[src/rtl/usb_link_mon.sv]
`default_nettype none
// ============================================================================
// usb_link_mon -- USB full-speed bus-state monitor: bus reset, suspend,
// host resume and remote-wakeup K drive, with sticky maskable events.
// Revision: 1.0
// ============================================================================
module usb_link_mon #(
  parameter int unsigned CLK_FREQ      = 48000000,
  parameter int unsigned RESET_US      = 2500,
  parameter int unsigned SUSPEND_US    = 3000,
  parameter string       IDLE_SRC      = "LINE",
  parameter int unsigned RESUME_DET_US = 50,
  parameter int unsigned RWK_IDLE_US   = 5000,
  parameter int unsigned RWK_DRIVE_US  = 2000
) (
  input  logic       clk,
  input  logic       rst,
  input  logic       rx_dp,
  input  logic       rx_dn,
  input  logic       sof_stb,
  input  logic       rwk_ena,
  input  logic       rwk_req,
  input  logic [3:0] evt_clr,
  input  logic [3:0] irq_mask,
  output logic       usb_rst,
  output logic       suspend,
  output logic       tx_en,
  output logic       tx_dp,
  output logic       tx_dn,
  output logic [3:0] evt,
  output logic       irq
);

  localparam int unsigned DIV    = CLK_FREQ / 1000000;
  localparam int unsigned PW     = (DIV > 1) ? $clog2(DIV) : 1;
  localparam int unsigned SE0_W  = $clog2(RESET_US + 1);
  localparam int unsigned IDLE_W = $clog2(SUSPEND_US + 1);
  localparam int unsigned K_W    = $clog2(RESUME_DET_US + 1);
  localparam int unsigned ST_MAX = (RWK_IDLE_US > RWK_DRIVE_US) ? RWK_IDLE_US : RWK_DRIVE_US;
  localparam int unsigned ST_W   = $clog2(ST_MAX + 1);

  typedef enum logic [2:0] {
    ST_RESET     = 3'd0,
    ST_ACTIVE    = 3'd1,
    ST_SUSPEND   = 3'd2,
    ST_RWK_DRIVE = 3'd3,
    ST_RESUME    = 3'd4
  } state_t;

  state_t              state_q, state_d;
  logic [PW-1:0]       presc_q, presc_d;
  logic [SE0_W-1:0]    se0_cnt_q, se0_cnt_d;
  logic [IDLE_W-1:0]   idle_cnt_q, idle_cnt_d;
  logic [K_W-1:0]      k_cnt_q, k_cnt_d;
  logic [ST_W-1:0]     st_cnt_q, st_cnt_d;
  logic                rwk_pend_q, rwk_pend_d;
  logic                se0_prev_q;
  logic [3:0]          evt_q, evt_d;
  logic                irq_q;

  logic                us_tick;
  logic                in_drive;
  logic                k_smp;
  logic                se0_smp;
  logic                idle_line_clr;
  logic                idle_clr;
  logic                se0_hit;
  logic                idle_hit;
  logic                k_hit;
  logic                drv_hit;
  logic                rwk_due;
  logic                idle_rst;
  logic [3:0]          evt_set;

  // Line samples are masked while we drive K ourselves so our own echo is ignored.
  assign in_drive = (state_q == ST_RWK_DRIVE);
  assign k_smp    = ~rx_dp &  rx_dn & ~in_drive;
  assign se0_smp  = ~rx_dp & ~rx_dn & ~in_drive;

  generate
    if (IDLE_SRC == "LINE") begin : g_idle_line
      assign idle_line_clr = k_smp | se0_smp;
    end else begin : g_idle_sof
      assign idle_line_clr = 1'b0;
    end
  endgenerate

  assign us_tick  = (presc_q == PW'(DIV - 1));
  assign idle_clr = sof_stb | idle_line_clr;

  assign se0_hit  = se0_smp & us_tick & (se0_cnt_q == SE0_W'(RESET_US - 1));
  assign idle_hit = ~idle_clr & us_tick & (idle_cnt_q == IDLE_W'(SUSPEND_US - 1));
  assign k_hit    = k_smp & us_tick & (k_cnt_q == K_W'(RESUME_DET_US - 1));
  assign drv_hit  = us_tick & (st_cnt_q == ST_W'(RWK_DRIVE_US - 1));
  assign rwk_due  = rwk_pend_q & (st_cnt_q >= ST_W'(RWK_IDLE_US));

  always_comb begin
    state_d  = state_q;
    evt_set  = 4'b0000;
    idle_rst = 1'b0;
    if (se0_hit) begin
      state_d    = ST_RESET;
      evt_set[0] = 1'b1;
    end else begin
      case (state_q)
        ST_RESET: begin
          if (!se0_smp) begin
            state_d  = ST_ACTIVE;
            idle_rst = 1'b1;
          end
        end
        ST_ACTIVE: begin
          if (idle_hit) begin
            state_d    = ST_SUSPEND;
            evt_set[1] = 1'b1;
          end
        end
        ST_SUSPEND: begin
          // Host resume takes precedence over a simultaneously due wakeup.
          if (k_hit) begin
            state_d    = ST_RESUME;
            evt_set[2] = 1'b1;
          end else if (rwk_due) begin
            state_d = ST_RWK_DRIVE;
          end
        end
        ST_RWK_DRIVE: begin
          if (drv_hit) begin
            state_d    = ST_RESUME;
            evt_set[3] = 1'b1;
          end
        end
        ST_RESUME: begin
          if (se0_prev_q && !se0_smp) begin
            state_d  = ST_ACTIVE;
            idle_rst = 1'b1;
          end
        end
        default: state_d = ST_RESET;
      endcase
    end
  end

  always_comb begin
    presc_d = us_tick ? '0 : presc_q + PW'(1);

    se0_cnt_d = se0_cnt_q;
    if (!se0_smp)
      se0_cnt_d = '0;
    else if (us_tick && se0_cnt_q != SE0_W'(RESET_US))
      se0_cnt_d = se0_cnt_q + SE0_W'(1);

    idle_cnt_d = idle_cnt_q;
    if (idle_clr || idle_rst)
      idle_cnt_d = '0;
    else if (us_tick && idle_cnt_q != IDLE_W'(SUSPEND_US))
      idle_cnt_d = idle_cnt_q + IDLE_W'(1);

    k_cnt_d = k_cnt_q;
    if (!k_smp)
      k_cnt_d = '0;
    else if (us_tick && k_cnt_q != K_W'(RESUME_DET_US))
      k_cnt_d = k_cnt_q + K_W'(1);

    st_cnt_d = st_cnt_q;
    if (state_d != state_q)
      st_cnt_d = '0;
    else if (us_tick && st_cnt_q != ST_W'(ST_MAX))
      st_cnt_d = st_cnt_q + ST_W'(1);

    rwk_pend_d = rwk_pend_q;
    if (state_q != ST_SUSPEND || state_d != ST_SUSPEND || !rwk_ena)
      rwk_pend_d = 1'b0;
    else if (rwk_req)
      rwk_pend_d = 1'b1;

    // Setting an event beats clearing it in the same cycle.
    evt_d = (evt_q & ~evt_clr) | evt_set;
  end

  always_ff @(posedge clk) begin
    if (rst) begin
      state_q    <= ST_RESET;
      presc_q    <= '0;
      se0_cnt_q  <= '0;
      idle_cnt_q <= '0;
      k_cnt_q    <= '0;
      st_cnt_q   <= '0;
      rwk_pend_q <= 1'b0;
      se0_prev_q <= 1'b0;
      evt_q      <= 4'b0000;
      irq_q      <= 1'b0;
    end else begin
      state_q    <= state_d;
      presc_q    <= presc_d;
      se0_cnt_q  <= se0_cnt_d;
      idle_cnt_q <= idle_cnt_d;
      k_cnt_q    <= k_cnt_d;
      st_cnt_q   <= st_cnt_d;
      rwk_pend_q <= rwk_pend_d;
      se0_prev_q <= se0_smp;
      evt_q      <= evt_d;
      irq_q      <= |(evt_q & irq_mask);
    end
  end

  assign usb_rst = (state_q == ST_RESET);
  assign suspend = (state_q == ST_SUSPEND);
  assign tx_en   = in_drive;
  assign tx_dp   = 1'b0;
  assign tx_dn   = in_drive;
  assign evt     = evt_q;
  assign irq     = irq_q;

endmodule
`default_nettype wire

[config.mk]
export PLATFORM = sky130hd
export DESIGN_NAME = usb_link_mon
export DESIGN_NICKNAME = d
export VERILOG_FILES = /design/src/rtl/usb_link_mon.sv
export SDC_FILE = /design/constraint.sdc
export NUM_CORES = 1
export LEC_CHECK = 0
export BUFFER_PORTS_ARGS = -buffer_cell sky130_fd_sc_hd__buf_2
export CAP_MARGIN = 10
export CORE_MARGIN = 5
export CORE_UTILIZATION = 64
export DETAILED_ROUTE_END_ITERATION = 16
export PLACE_DENSITY = 0.86
export SETUP_SLACK_MARGIN = 0.02
export SYNTH_ARGS = -nofsm -noshare
export SYNTH_HDL_FRONTEND = slang
export SYNTH_SLANG_ARGS = --single-unit
[constraint.sdc]
create_clock -name clk -period 3.4 [get_ports clk]
set_clock_uncertainty 0.15 [all_clocks]
set_input_delay 0.68 -clock clk [delete_from_list [all_inputs] [get_ports clk]]
set_output_delay 0.68 -clock clk [all_outputs]
set_load 0.02 [all_outputs]
* Word level (Yosys, flattened, before mapping) *
Cells that the tools add are included.

cells by class
  add/sub/neg operators = 5
  magnitude comparators = 1
  equal/unequal tests = 16
  multiplexer cells = 20
  bitwise operators = 24
  reductions and logical operators = 18

operator list
  operator                 number
  $add A12 B1 Y12 const B  2
  $eq A12 B12 Y1 const B   2
  $mux W3                  8
  $ne A12 B12 Y1 const B   2
  $pmux W3 S5              1
  $add A13 B1 Y13 const B  1
  $eq A13 B11 Y1 const B   1
  $ge A13 B13 Y1 const B   1
  $ne A13 B13 Y1 const B   1
  $add A6 B1 Y6 const B    2
  $and A1 B1 Y1            12
  $eq A6 B6 Y1 const B     2
  $reduce_or A2 Y1         6
  $mux W1                  10
  $and A4 B4 Y4            2
  $eq A3 B2 Y1 const B     2
  $ne A3 B2 Y1 const B     2
  $ne A6 B6 Y1 const B     1
  $not A1 Y1               6
  $logic_and A1 B1 Y1      5
  $not A4 Y4               1
  $or A4 B4 Y4             1
  $reduce_or A4 Y1         1
  $eq A3 B1 Y1 const B     1
  other kinds (7)          11

storage, ports and cells
  register bits = 59
  input bits = 15
  output and inout bits = 10

* Depth between registers and ports, before layout *
  depth after elaboration = 15
  mapped depth = 10

* Worst setup path after synthesis *
Ideal clock, no wire load.

  path kind = register to register
  start point = register state_q[1]
  end point = register st_cnt_q[0]
  setup time = 0.115 ns
  arrival time = 2.145 ns
  path slack = 0.990 ns
  cell stages (with the launch flop) = 8
  path buffers = 1
  cell sequence = dfxtp_1 nor3b_1 o31ai_1 nor2_1 o21bai_2 o2111ai_2 buf_6 nor2_2

on the way
  elaborated cells between the ends (all ways) = 29
  those cells by class = eq/ne: 5; mux: 8; bitwise: 12; reduce/logical: 4

RTL lines
  element                     RTL line  RTL
  from (decl)                 50        state_t state_q, state_d;
  from (signal assigned)      194       state_q <= state_d;
  $eq A3 B2 Y1                --
  net suspend                 26        output logic suspend,
  $pmux W3 S5                 105       case (state_q)
  $mux W3                     101       if (se0_hit) begin
  $ne A3 B3 Y1                166       if (state_d != state_q)
  $reduce_or A2 Y1 (no line)  --
  to (signal assigned)        199       st_cnt_q <= st_cnt_d;
  to (decl)                   55        logic [ST_W-1:0] st_cnt_q, st_cnt_d;

The timed path passes the listed nets, and every way through them passes these cells.
A chain may end at the register's enable or synchronous reset.

* Final worst setup path *
  start point = register presc_q[0]
  end point = register st_cnt_q[2]

on the way
  cells in the longest elaborated chain, start to end = 8
  elaborated cells between the ends (all ways) = 16
  those cells by class = eq/ne: 2; mux: 5; bitwise: 7; reduce/logical: 2

ends and longest elaborated chain
  element                                        RTL line  RTL
  from (decl)                                    51        logic [PW-1:0] presc_q, presc_d;
  from (signal assigned)                         195       presc_q <= presc_d;
  $eq A6 B6 Y1 *                                 88        assign us_tick = (presc_q == PW'(DIV - 1));
  $and A1 B1 Y1 (on tied branches) (2 in a row)  93, 92
  $mux W3 (on tied branches)                     120, 113
  $pmux W3 S5                                    105
  $mux W3                                        101
  $ne A3 B3 Y1                                   166
  $reduce_or A2 Y1 (no line)                     --

Every way passes the cells marked *; elsewhere a longest branch is shown, timed or not.

==> impl_metrics.toml <==
[route]
drc = 0
drt_first_pass_iters = 4
wl_microns = 5900
drtIter0Drc = 165
viasPerCell = 5.75
postRouteAntennaNets = 0
num_vias = 2416
routedWlPerCell_microns = 14.0

[clock_tree]
post_cts_buffers = 0
cts_buffer_depth = 2
clock_latency_ns = 0.34
cts.sinks = 59
cts_root_buf = "clkbuf_8"
cts_resized = 0
ctsHoldBuffers = 0
cts_max_level = 3
cts_tree = "built"
clkTransAtPathRegs_ns = 0.07
cts_buffers = 9

[timing]
rsz0062_at_grt = "no"
layout_setup_ws_ns = 0.876
setup_viol = 0
tns_ns = 0
max_clock_freq_mhz = 396
fin_crit_ns = 2.52
slew_headroom = 0.374
tightestPinTransition_ns = 0.935
fin_crit_sh = 0.742
finalMaxSlewViolations = 0
hold_viol_final = 0

[synthesis]
synth_top_area_share = 0.403
ys_ff_latch = 59
synthArstFlopShare = 0
synthTopCellsByArea = "dfxtp_1, xor2_1, nor2_1, ha_1, xnor2_1"
synth.distinct_cells = 55
yosysSeqAreaShare = 0.403
syn_area_sq_mm = 0.00293
synthFlopType = "dfxtp_1"
syn-num-nets = 363
synth_top_cell_by_area = "dfxtp_1"
avgSynthCellArea_sq_um = 8.68
synth-edff-count = 0
postSynthCellCount = 338
ys_warn_count = 0

[final_layout]
final_cell_count_no_fill = 420
fin_nets = 388
diodes = 0
final_core_util = 0.736
multiInputGateArea_sq_mm = 0.00163
fill_cells = 340
regArea_sq_mm = 0.00118
final_area_sq_mm = 0.00325
final_layout_size_suffix_gt1_frac = 0.171
syn_to_final_growth_pct = 10.8

[floorplanning]
die-area_sq_mm = 0.00604
die_h_microns = 77.7
start_util = 0.665
core_region_area_sq_mm = 0.00441
rows = 24
ios = 25
fp.dieW_microns = 77.7

[placed_design]
gp_congestion = 0.810
post-place-cells = 404
placed_cell_area_sq_mm = 0.00306
dpl.hpwl_microns = 4140
io_buffers = 23
place_ws_ns = 0.782

[power]
leakagePower_nw = 1.19
p_per_area_mw_per_mm2 = 424
ir_worst_vdd_mv = 0.329

[worst_setup_path]
crit_required_ns = 3.50
slowest_stage = "dfxtp_1"
crit_path_start_kind = "flip-flop"
critPathMostFrequentCell = "nand3_1"
critPathKind = "flip-flop to flip-flop"
critPathCaptureType = "flip-flop"
reg2reg_from = "presc_q[0]$_SDFF_PP0_"
cp_slowest_stage_delay_ns = 0.37
crit_fanout = 13
cp.arrival_ns = 2.62
cp_cell_sequence = "ha_1 > nand3_1 > nor3_2 > a31o_2 > nand3_1 > o21bai_2 > o2111ai_2 > buf_4 > a311oi_2"
cp_top_family = "compound AO/OA/AOI/OAI gates"
worst-path-buf-inv = 1
critPathLaunch = "presc_q[0]$_SDFF_PP0_"

[run_status]
status = "finished clean"

[worst_hold_path]
worstHoldPathType = "flip-flop to flip-flop"
hold_start = "evt[3]$_SDFF_PP0_"

[global_routing]
grt.total_usage = 0.203
grt_pass1_wl_microns = 10100
antenna_found_initial = 0
gr-total-overflow = 0
grt_pass1_vias = 2303
grt_max_degree = 19

[run]
cap_violations = 0
==> path summary, 6_finish.rpt <==
check	depth (start not counted)	slack, ns	to
worst max register to register	9	0.88	st_cnt_q[2]$_SDFFE_PP0P_
worst max-delay path	9	0.88	st_cnt_q[2]$_SDFFE_PP0P_
worst min-delay path	2	0.34	evt[3]$_SDFF_PP0_
worst min register to register	2	0.34	evt[3]$_SDFF_PP0_
==> placed cells by master, fill, tap and decap left out, types with 5 or more instances in the layout <==
master,Yosys,routed
clkbuf_8,0,10
nor3_1,9,9
ha_1,10,10
nor2_2,10,10
nor2_1,52,52
o21ai_0,6,6
dfxtp_1,59,59
xor2_1,26,26
a21oi_1,14,14
nand3_1,13,13
inv_1,14,14
xnor2_1,13,13
nand4_1,14,14
nand2_1,24,24
and3_1,5,5
buf_2,2,23
nor4_1,5,5
==> per-layer routing <==
metal	routed length, microns	GRT usage
met1	2700	0.258
met2	2800	0.327
met4	117	0.0928
met3	279	0.0440
met5	0	0
==> report_power, final <==
part	internal, W	switching [W]	leakage, nW
sequential	0.000696	0.00000624	0.476
clock	0.000359	0.000266	0.0947
combinational	0.0000201	0.0000322	0.623
total	0.00107	0.000304	1.19
==> worst min-delay path: stages (launching register included) <==
cell	delay [ns]
dfxtp_1	0.32
nand2b_1	0.07
a21oi_1	0.06
==> synthesized netlist by cell type (3+ instances only) <==
| cell | n |
|---|---|
| a22oi_1 | 3 |
| ha_1 | 10 |
| o21ai_0 | 6 |
| nor3b_1 | 3 |
| and4_1 | 3 |
| clkbuf_1 | 4 |
| nor4_1 | 5 |
| nand3_1 | 13 |
| nor2_1 | 52 |
| nor2_2 | 10 |
| and3_1 | 5 |
| nand2_1 | 24 |
| buf_4 | 4 |
| dfxtp_1 | 59 |
| xnor2_1 | 13 |
| nor3_1 | 9 |
| or2_2 | 3 |
| inv_1 | 14 |
| a21oi_1 | 14 |
| nand4_1 | 14 |
| xor2_1 | 26 |
| nand2b_1 | 4 |
| a31oi_1 | 3 |
==> area by class of cell <==
type | count | share of cell area
tap | 52 | 0.0200
clock inverter | 2 | 0.0108
multi-input combinational | 253 | 0.501
clock buffer | 14 | 0.0470
sequential | 59 | 0.363
timing repair buffer | 25 | 0.0400
inverter | 15 | 0.0181
==> sequential cells by signal, indices dropped and copies added (netlist names) <==
| name | count |
|---|---|
| rwk_pend_q | 1 |
| se0_prev_q | 1 |
| idle_cnt_q | 12 |
| se0_cnt_q | 12 |
| presc_q | 6 |
| state_q | 3 |
| irq | 1 |
| evt | 4 |
| k_cnt_q | 6 |
| st_cnt_q | 13 |
==> per-stage QoR <==
stage	power (W)	hold slack (ns)
floorplan	0.000755	0.306
global placement	0.000767	0.316
detailed placement	0.000769	0.333
CTS	0.00138	0.342
global route	0.00142	0.375
finish	0.00138	0.340
==> kinds of logic (layout without fill, tap and decap cells) <==
| logic type | after synthesis | after routing | share of synthesized area |
|---|---|---|---|
| AO/OA/AOI/OAI | 41 | 41 | 0.101 |
| XOR/XNOR | 39 | 39 | 0.116 |
| adder cells (fa/ha/maj) | 10 | 10 | 0.0426 |
| buffers and inverters | 26 | 56 | 0.0426 |
| flip-flops | 59 | 59 | 0.403 |
| multiplexers | 1 | 1 | 0.00341 |
| other | 1 | 1 | 0.00128 |
| AND/OR/NAND/NOR | 161 | 161 | 0.290 |
(Power assumes the default switching activity.)
